File: config.mk
export PLATFORM = sky130hd
export DESIGN_NAME = iis_tx_arb
export DESIGN_NICKNAME = d
export VERILOG_FILES = /design/src/rtl/iis_tx_arb.sv
export SDC_FILE = /design/constraint.sdc
export NUM_CORES = 1
export LEC_CHECK = 0
export BUFFER_PORTS_ARGS = -buffer_cell sky130_fd_sc_hd__buf_2
export CAP_MARGIN = 20
export CORE_ASPECT_RATIO = 0.8
export CORE_UTILIZATION = 51
export CTS_BUF_LIST = sky130_fd_sc_hd__clkbuf_8
export DETAILED_ROUTE_END_ITERATION = 8
export GPL_ROUTABILITY_DRIVEN = 1
export PLACE_DENSITY = 0.94
export SLEW_MARGIN = 20
export SYNTH_ARGS = -nofsm -noshare
export SYNTH_HDL_FRONTEND = slang
export SYNTH_SLANG_ARGS = --single-unit
File: constraint.sdc
create_clock -name pclk -period 2.2 [get_ports pclk]
set_input_delay 0.33 -clock pclk [delete_from_list [all_inputs] [get_ports pclk]]
set_output_delay 0.33 -clock pclk [all_outputs]
set_load 0.05 [all_outputs]
File: src/rtl/iis_tx_arb.sv
// rtl/iis_tx_arb.sv - two-producer round-robin burst arbiter for the IIS TX FIFO write port
// Define IIS_TX_ARB_PRIO_EN for fixed priority (producer 0 wins whenever eligible).
module iis_tx_arb #(
    parameter int DATA_W = 16,
    parameter int BURST  = 4,
    parameter int CNT_W  = 32
) (
    input  logic              pclk,
    input  logic              presetn,
    input  logic              arb_en,
    input  logic [1:0]        ch_en,
    input  logic              cnt_clr,
    input  logic [1:0]        req_valid,
    input  logic [DATA_W-1:0] req_data0,
    input  logic [DATA_W-1:0] req_data1,
    output logic [1:0]        req_ready,
    input  logic              fifo_full,
    output logic              fifo_wren,
    output logic [DATA_W-1:0] fifo_din,
    output logic [1:0]        grant,
    output logic              busy,
    output logic              burst_done,
    output logic [CNT_W-1:0]  word_cnt
);

    typedef enum logic {IDLE, BUSY} state_t;

    localparam logic [7:0] LAST = 8'(BURST - 1);

    state_t             state_q, state_d;
    logic [1:0]         grant_q, grant_d;
    logic               rr_last_q, rr_last_d;
    logic [7:0]         bcnt_q, bcnt_d;
    logic [CNT_W-1:0]   word_cnt_q, word_cnt_d;
    logic               done_q, done_d;
    logic [1:0]         eligible;
    logic [1:0]         pick;
    logic               gsel;
    logic               xfer;

    always_ff @(posedge pclk or negedge presetn) begin
        if (!presetn) begin
            state_q    <= IDLE;
            grant_q    <= 2'b00;
            rr_last_q  <= 1'b1;
            bcnt_q     <= 8'd0;
            word_cnt_q <= '0;
            done_q     <= 1'b0;
        end else begin
            state_q    <= state_d;
            grant_q    <= grant_d;
            rr_last_q  <= rr_last_d;
            bcnt_q     <= bcnt_d;
            word_cnt_q <= word_cnt_d;
            done_q     <= done_d;
        end
    end

    always_comb begin
        eligible   = req_valid & ch_en;
        gsel       = grant_q[1];
        state_d    = state_q;
        grant_d    = grant_q;
        rr_last_d  = rr_last_q;
        bcnt_d     = bcnt_q;
        done_d     = 1'b0;
        xfer       = 1'b0;
        req_ready  = 2'b00;
        fifo_wren  = 1'b0;
        fifo_din   = gsel ? req_data1 : req_data0;
`ifdef IIS_TX_ARB_PRIO_EN
        pick = eligible[0] ? 2'b01 : 2'b10;
`else
        // With both eligible the one not served last wins; otherwise the lone one.
        if (eligible == 2'b11)
            pick = rr_last_q ? 2'b01 : 2'b10;
        else
            pick = eligible[0] ? 2'b01 : 2'b10;
`endif
        case (state_q)
            IDLE: begin
                if (arb_en && (|eligible)) begin
                    state_d = BUSY;
                    grant_d = pick;
                    bcnt_d  = 8'd0;
                end
            end
            BUSY: begin
                xfer = arb_en & ch_en[gsel] & req_valid[gsel] & ~fifo_full;
                if (xfer) begin
                    fifo_wren = 1'b1;
                    req_ready = grant_q;
                    bcnt_d    = bcnt_q + 8'd1;
                end
                // A full FIFO alone never ends the burst; it only stalls it.
                if ((xfer && bcnt_q == LAST) || !req_valid[gsel] || !arb_en || !ch_en[gsel]) begin
                    state_d   = IDLE;
                    grant_d   = 2'b00;
                    rr_last_d = gsel;
                    done_d    = 1'b1;
                end
            end
            default: state_d = IDLE;
        endcase
        if (cnt_clr)
            word_cnt_d = '0;
        else if (xfer)
            word_cnt_d = word_cnt_q + 1'b1;
        else
            word_cnt_d = word_cnt_q;
    end

    assign grant      = grant_q;
    assign busy       = (state_q == BUSY);
    assign burst_done = done_q;
    assign word_cnt   = word_cnt_q;

endmodule

After elaboration in Yosys (flattened, before gate mapping)
Index checks and enable logic that the tools add are counted.

Bits in registers: 45. Memory bits (read-only): 0. Latch bits: 0. Word-level logic and storage cells: 59. Bits in writable memories: 0. Memories: 0. Input bits: 41.

Bitwise logic cells: 6. Reduce and logical (&&, ||, !) cells: 13. Div/mod/pow operators: 0. $mul: 0. Mux-type cells: 26. Add/sub/neg operators: 2. Order comparisons: 1. Eq/ne operators: 5. Shift operators: 0.

Operators with widths (count): two-way mux 32 bit (2); adder 32 x 1 -> 32 bit, second input constant (1); two-way mux 16 bit (1); two-way mux 8 bit (2); case mux 8 bit (2 select lines) (1); two-way mux 2 bit (7); two-way mux 1 bit (11); adder 8 x 1 -> 8 bit, second input constant (1); equality test 8 x 2 -> 1 bit, second input constant (1); AND reduction 2 bit (3); != test 2 x 1 -> 1 bit, second input constant (2); case mux 2 bit (2 select lines) (1); AND 1 bit (3); zero test 1 bit (3); logical OR 1 bit (3); AND 2 bit (1); equality test 2 bit, second input constant (1); logical AND 1 bit (2); less-than comparator 1 x 2 -> 1 bit, second input constant (1); != test 2 bit, second input constant (1); inverter 1 bit (2); case mux 1 bit (2 select lines) (1); nonzero test 2 bit (1); OR reduction 2 bit (1).

Longest topological paths before layout
Gate-level depths: netlist of run 1.

Word-level depth: 11. Gate-level depth with buffers: 7.

Worst setup path before layout of run 1
Ideal clock, no wire load.

Path kind: reg2out. From: reg grant_q[1] (netlist: grant[1]). To: out req_ready[0]. Cell stages (with the launch flop): 5. Path slack: -655 ps. Buffers on the path: 1. Data arrival time: 2525 ps. Cells stage by stage: dfrtp_1 -> nand4_2 -> a21oi_1 -> clkbuf_1 -> and2_1.

Cells in the longest elaborated chain, start to end: 7. Elaborated cells on any way between the ends: 9.

RTL lines: start, declared (RTL line 31) `logic [1:0] grant_q, grant_d;`; start signal, assigned (RTL line 51) `grant_q <= grant_d;`; two-way mux 1 bit (not written as such) (2 in a row) (RTL line 89) `xfer = arb_en & ch_en[gsel] & req_valid[gsel] & ~fifo_full;`; AND 1 bit (RTL line 89); AND 1 bit (*) (2 in a row) (RTL line 89); two-way mux 2 bit (*) (RTL line 90) `if (xfer) begin`; two-way mux 2 bit (*) (RTL line 80) `case (state_q)`; end, declared (RTL line 16) `output logic [1:0] req_ready,`.

Mark *: on every way between the ends. The rest lies on a longest branch, timed or not. The select of a mux whose other input is x is not followed.

Worst setup path after layout of run 1
From: reg grant_q[1] (netlist: grant[1]). To: reg word_cnt_q[28] (netlist: word_cnt[28]).

Cells in the longest elaborated chain, start to end: 7. Elaborated cells on any way between the ends: 9.

RTL lines: two-way mux 1 bit (not written as such) (2 in a row) (RTL line 89); AND 1 bit (RTL line 89); AND 1 bit (*) (2 in a row) (RTL line 89); two-way mux 1 bit (*) (RTL line 80); nonzero test 2 bit (no source line) (*); end signal, assigned (RTL line 54) `word_cnt_q <= word_cnt_d;`; end, declared (RTL line 34) `logic [CNT_W-1:0] word_cnt_q, word_cnt_d;`.

Marked as above. A chain may end at the register's enable or synchronous reset.

==> run_results.csv, run 1 <==
group,metric,value,unit
yosys,netlist_area,2470,sq um
power_and_ir_drop,irDropWorstVdd,0.463,mV
yosys,synth_common_cells,"44 x dfrtp_1, 35 x nor2_1, 23 x xor2_1, 22 x nand2_1, 18 x mux2_2",
detailed_routing,antenna_left,0,
yosys,synth.top_cell.area_share,44.5,%
power_and_ir_drop,total_power,1810,uW
hold_path,hold_class,"input port to async pin",
detailed_routing,route.detailed.drc,0,
sta,relSlewSlack,58.7,%
yosys,async_flop_share,100,%
floorplanning,row_count,22,
yosys,yosysUniqueCellTypes,41,
placement,gp_congestion,0.875,
sta,tightestPinTransition,0.620,ns
outcome,status,"finished, violations left",
critical_path,path_max_fanout,6,
sta,finalSetupViolCount,0,
power_and_ir_drop,pwr_density_cell,571,nW/um^2
floorplanning,fp.dieH,64.3,microns
yosys,ys.flop_type,"dfrtp_1",
yosys,syn_inst,253,
yosys,netlist_top_cells_area,"dfrtp_1 45%, mux2_2 8.2%, xor2_1 8.1%",
sta,rsz0062_at_grt,"false",
sta,hold_viol,8,
global_route,antenna_found_initial,0,
sta,post-route-min-period,2.10,ns
final_layout,drive_gt1_share,40.9,%
floorplanning,die_w,79.9,microns
clock_network,cts_setup_buffers,0,
clock_network,cts_tree,"built",
critical_path,cp-end-kind,"register",
sta,final.setup.tns,0,ns
critical_path,critPathKind,"register to register",
yosys,avgSynthCellArea,9.78,sq um
global_route,grt_pass1_vias,2205,
global_route,track_usage,27.1,%
floorplanning,ios,96,
global_route,grt-ovfl-total,0,
yosys,ys_seq_area_share,45.6,%
critical_path,crit_required,2.40,ns
clock_network,cts.htree.levels,2,
detailed_routing,drtIter0Drc,167,
global_route,grt_max_degree,37,
critical_path,crit_path_start_kind,"register",
final_layout,nNetsFinal,401,
critical_path,cp.arrival,2.31,ns
yosys,syn_nets,296,
clock_network,numCtsBuffers,5,
clock_network,ctsResizeCount,0,
floorplanning,core_area,4620,sq um
yosys,yosys_warnings,0,
detailed_routing,vias,2309,
critical_path,slowest_stage,"or4b_1",
placement,place_hpwl,4.89,mm
clock_network,worstSkewPairLatency,0.31,ns
floorplanning,die_area,5130,sq um
critical_path,slowest_delay,0.50,ns
detailed_routing,dr.pass1.iters,4,
critical_path,cpLargestDelayFamily,"simple AND/OR/NAND/NOR gates",
power_and_ir_drop,leakage,0.00159,uW
critical_path,cp_num_buf_inv,0,
clock_network,hold_buffers,0,
yosys,ys_seq_elements,45,
clock_network,path_clk_slew,0.08,ns
clock_network,cts_root_buf,"clkbuf_8",
global_route,grt_pass1_wl,10.4,mm
yosys,synth.most_common_cell,"dfrtp_1",
yosys,synth_edf_count,0,
yosys,yosysTopAreaCell,"dfrtp_1",
sta,whs,-0.00583,ns
sta,finalClockSkew,0.0100,ns
sta,fin_crit_sh,95.7,%
detailed_routing,viasPerCell,5.51,
clock_network,clockBufferDepth,2,
clock_network,clock-sinks,45,
sta,timing.fmax,475,MHz
critical_path,path_cells,"nand4b_4, a2111oi_4, nand2_1, or4b_1, mux2_1",
detailed_routing,drt-total-wl,6.44,mm
floorplanning,initial_core_util,53.5,%
flow_run,maxCapViolations,0,
outcome,violations,"hold timing",
detailed_routing,wl_per_cell,15.4,microns
final_layout,antenna_cells,0,
sta,drv_slew,0,
final_layout,syn_to_final_growth,28.1,%
placement,port_buffers,95,
-- metal layers --
metal	GRT usage, %	wire length, microns	up-vias
met2	43.6	3220	63
li1	-	-	1103
met5	0	0	-
met3	5.86	337	15
met1	34.6	2740	1128
met4	12.9	140	0
-- worst reg2reg max path, stage by stage (launching register included) --
cell and delay [ns]:
dfrtp_2 0.42, nand4b_4 0.22, a2111oi_4 0.40, nand2_1 0.14, or4b_1 0.50, mux2_1 0.32
-- worst paths after layout --
check                                    end  slack (ns)  cells past startpoint       from
worst max-delay path            word_cnt[28]         0.1                      5   grant[1]
worst min-delay path            word_cnt[21]      -0.006                      1    presetn
worst max register to register  word_cnt[28]         0.1                      5   grant[1]
worst min register to register     bcnt_q[0]        0.54                      1  bcnt_q[0]
max in group asynchronous        word_cnt[5]        1.58                      2    presetn
min in group pclk                   grant[0]        0.40                      3   ch_en[0]
-- where the power goes --
group	switching (uW)	internal, uW	total [uW]
clock network	290	216	505
logic	303	135	438
registers	15.3	850	866
total	608	1200	1810
-- cells by family after synthesis --
group	Yosys count	share of synthesized area [%]
AND/OR/NAND/NOR	123	26.2
XOR/XNOR	28	9.91
multiplexers	21	9.46
adder cells (fa/ha/maj)	2	1.01
AO/OA/AOI/OAI	21	5.87
buffers and inverters	13	2.02
flip-flops	45	45.6
-- placed cells by master (no fill, tap or decap), types with 2 or more instances in the layout --
master    Yosys  layout
dfrtp_2       0       7
ha_1          2       2
or3_1         5       5
a21oi_1       9       9
xor2_1       23      23
nor2_1       35      35
xnor2_1       5       5
and4_1        2       2
mux2_2       18      18
mux2i_1       2       2
o21ai_0       5       5
clkinv_2      0       2
nor4_1        3       3
buf_4         0      11
o31ai_1       2       2
dfrtp_1      44      37
nand4_1      15      15
nor3_1        2       2
and2_2        0       2
and3_1        6       6
clkbuf_8      0       5
nor2b_1       2       2
and2_1        4       2
inv_1         5       6
nand2_1      22      22
nand3_1      16      16
nand3b_1      2       2
buf_2         1      95
-- flip-flops by register name, summed over array words and instances, names as in the netlist --
register,flops
bcnt_q,8
burst_done,1
busy,1
grant,2
rr_last_q,1
word_cnt,32
-- layout make-up --
class	count	area, sq um
multi-input cells	195	1300
clock inverters	3	13.8
inverters	5	18.8
flip-flops and latches	45	1140
repair buffers	106	558
clock buffers	5	68.8
well taps	60	75.1
fillers	347	1460
-- metrics by stage --
| step | cells | hold WS [ns] | utilization [%] | setup slack (ns) | area (sq um) |
|---|---|---|---|---|---|
| 3_5_place_dp | 411 | 0.347 | 66.7 | 0.104 | 3090 |
| 3_3_place_gp | 411 | 0.340 | 66.7 | 0.167 | 3090 |
| 4_1_cts | 419 | 0.00963 | 68.5 | 0.107 | 3170 |
| 2_1_floorplan | 253 | 0.0344 | - | 0.0000193 | 2490 |
| 5_1_grt | 419 | 0.0167 | 68.5 | 0.0105 | 3170 |
| 6_report | 419 | -0.00583 | 68.5 | 0.0952 | 3170 |
(Power assumes the default switching activity.)
==> run 2: changes to the inputs <==
--- a/config.mk
+++ b/config.mk
@@ -7,7 +7,6 @@
 export LEC_CHECK = 0
 export BUFFER_PORTS_ARGS = -buffer_cell sky130_fd_sc_hd__buf_2
 export CAP_MARGIN = 20
-export CORE_ASPECT_RATIO = 0.8
 export CORE_UTILIZATION = 51
 export CTS_BUF_LIST = sky130_fd_sc_hd__clkbuf_8
 export DETAILED_ROUTE_END_ITERATION = 8
==> run_results.csv, run 2 (synthesis gave the netlist of run 1 again) <==
group,metric,value,unit
power_and_ir_drop,switching_share,33.0,%
floorplanning,core_area,4500,sq um
critical_path,regToRegStartpoint,"grant[1]",
global_route,grt-ovfl-total,0,
final_layout,fillerInstances,347,
final_layout,nNetsFinal,408,
hold_path,worstHoldStart,"ch_en[0]",
critical_path,crit_required,2.39,ns
placement,gp_congestion,0.841,
global_route,grt_pass1_vias,2128,
final_layout,layout_common_cells,"93 x buf_2, 37 x dfrtp_1, 35 x nor2_1, 23 x xor2_1, 22 x nand2_1",
detailed_routing,vias,2305,
global_route,grt_max_degree,37,
critical_path,crit_path_start_kind,"register",
detailed_routing,route.detailed.drc,0,
clock_network,numCtsBuffers,5,
sta,hold_viol,0,
critical_path,path_cells,"nand4b_4, a2111oi_4, nand2_1, or4b_1, mux2_1",
placement,place_hpwl,4.41,mm
placement,port_buffers,95,
final_layout,drive_gt1_share,41.8,%
clock_network,clockBufferDepth,2,
final_layout,antenna_cells,0,
final_layout,seq_area,1140,sq um
power_and_ir_drop,power_frac_clock,27.7,%
sta,whs,0.451,ns
sta,finalSetupViolCount,0,
global_route,track_usage,23.3,%
outcome,status,"finished, final reports clean",
final_layout,largest_register_ffs,32,
global_route,grt_pass1_wl,9.31,mm
placement,preCtsSetupSlack,0.0598,ns
final_layout,fin_cells,418,
sta,timing.fmax,465,MHz
final_layout,design_area,3220,sq um
critical_path,cpLargestDelayFamily,"simple AND/OR/NAND/NOR gates",
power_and_ir_drop,internal-power,1200,uW
global_route,antenna_found_initial,0,
clock_network,worstSkewPairLatency,0.31,ns
critical_path,crit_path_start,"grant[1]",
critical_path,critPathKind,"register to register",
detailed_routing,dr.pass1.iters,4,
critical_path,slowest_delay,0.51,ns
critical_path,cp-end-kind,"register",
critical_path,cp_num_buf_inv,0,
sta,rsz0062_at_grt,"false",
placement,placed_area,3080,sq um
sta,final.setup.tns,0,ns
sta,relSlewSlack,61.0,%
power_and_ir_drop,leakage,0.00162,uW
critical_path,cp.arrival,2.34,ns
sta,fin_ws,0.0483,ns
sta,tightestPinTransition,0.585,ns
detailed_routing,drtIter0Drc,120,
floorplanning,ios,96,
clock_network,cts_tree,"built",
power_and_ir_drop,pwr-share-comb,24.0,%
detailed_routing,drt-total-wl,5.91,mm
flow_run,maxCapViolations,0,
power_and_ir_drop,pwr_density_cell,558,nW/um^2
final_layout,multiInputGateArea,1300,sq um
final_layout,syn_to_final_growth,30.1,%
sta,post-route-min-period,2.15,ns
power_and_ir_drop,irDropWorstVdd,0.392,mV
sta,fin_crit_sh,97.8,%
critical_path,path_max_fanout,6,
clock_network,cts_root_buf,"clkbuf_8",
sta,drv_slew,0,
placement,dp_cells,404,
detailed_routing,viasPerCell,5.51,
power_and_ir_drop,p_sw,592,uW
hold_path,hold_class,"input port to register",
clock_network,clock-sinks,45,
detailed_routing,wl_per_cell,14.1,microns
floorplanning,fp.dieH,71.6,microns
floorplanning,die_w,71.6,microns
floorplanning,die_area,5130,sq um
floorplanning,row_count,24,
power_and_ir_drop,power_frac_seq,48.3,%
sta,finalClockSkew,0.00911,ns
final_layout,final_common_cell,"buf_2",
critical_path,slowest_stage,"or4b_1",
detailed_routing,antenna_left,0,
clock_network,cts.htree.levels,2,
clock_network,path_clk_slew,0.09,ns
floorplanning,initial_core_util,54.9,%
[run 2: area by class of cell]
class,instances,share of cell area [%]
Multi-Input combinational cell,195,40.3
Sequential cell,45,35.3
Timing Repair Buffer,113,19.2
Clock buffer,5,2.14
Tap cell,52,2.02
Inverter,5,0.583
Clock inverter,3,0.428
[run 2: final timing paths]
path	end	slack [ns]	depth (start not counted)
min	grant[0]	0.45	3
max reg2reg	word_cnt[28]	0.05	5
max	word_cnt[28]	0.05	5
min reg2reg	bcnt_q[0]	0.55	1
min in group asynchronous	word_cnt[25]	0.51	2
max in group asynchronous	word_cnt[27]	1.13	3
[run 2: worst min-delay path, stage by stage]
cell and delay (ns):
buf_2 0.12, a311oi_1 0.13, nor2_1 0.12
[run 2: metal layers]
| metal | part of all wire [%] | GRT usage (%) |
|---|---|---|
| met2 | 51 | 43.0 |
| met4 | 1.2 | 6.54 |
| met5 | 0 | 0 |
| met3 | 5.0 | 5.06 |
| met1 | 43 | 27.0 |
[run 2: timing repair]
action	4_1_cts	5_1_grt
hold endpoints to repair	14	0
hold buffers	1	0
gates resized for setup	0	3
pin swaps	1	1
endpoints found under the setup margin	1	3
setup buffers	0	5
[run 2: power groups by stage]
stage                     combinational, uW  sequential, uW  clock [uW]
after floorplan                         273             917           0
after CTS                               431             867         500
final                                   431             867         497
after detailed placement                429             883           0
after global placement                  424             882           0
after global routing                    454             869         532
[run 2: stage by stage]
stage | util (%) | power (uW)
2_1_floorplan | - | 1190
3_3_place_gp | 68.5 | 1310
3_5_place_dp | 68.5 | 1310
4_1_cts | 70.5 | 1800
5_1_grt | 71.5 | 1860
6_report | 71.5 | 1800
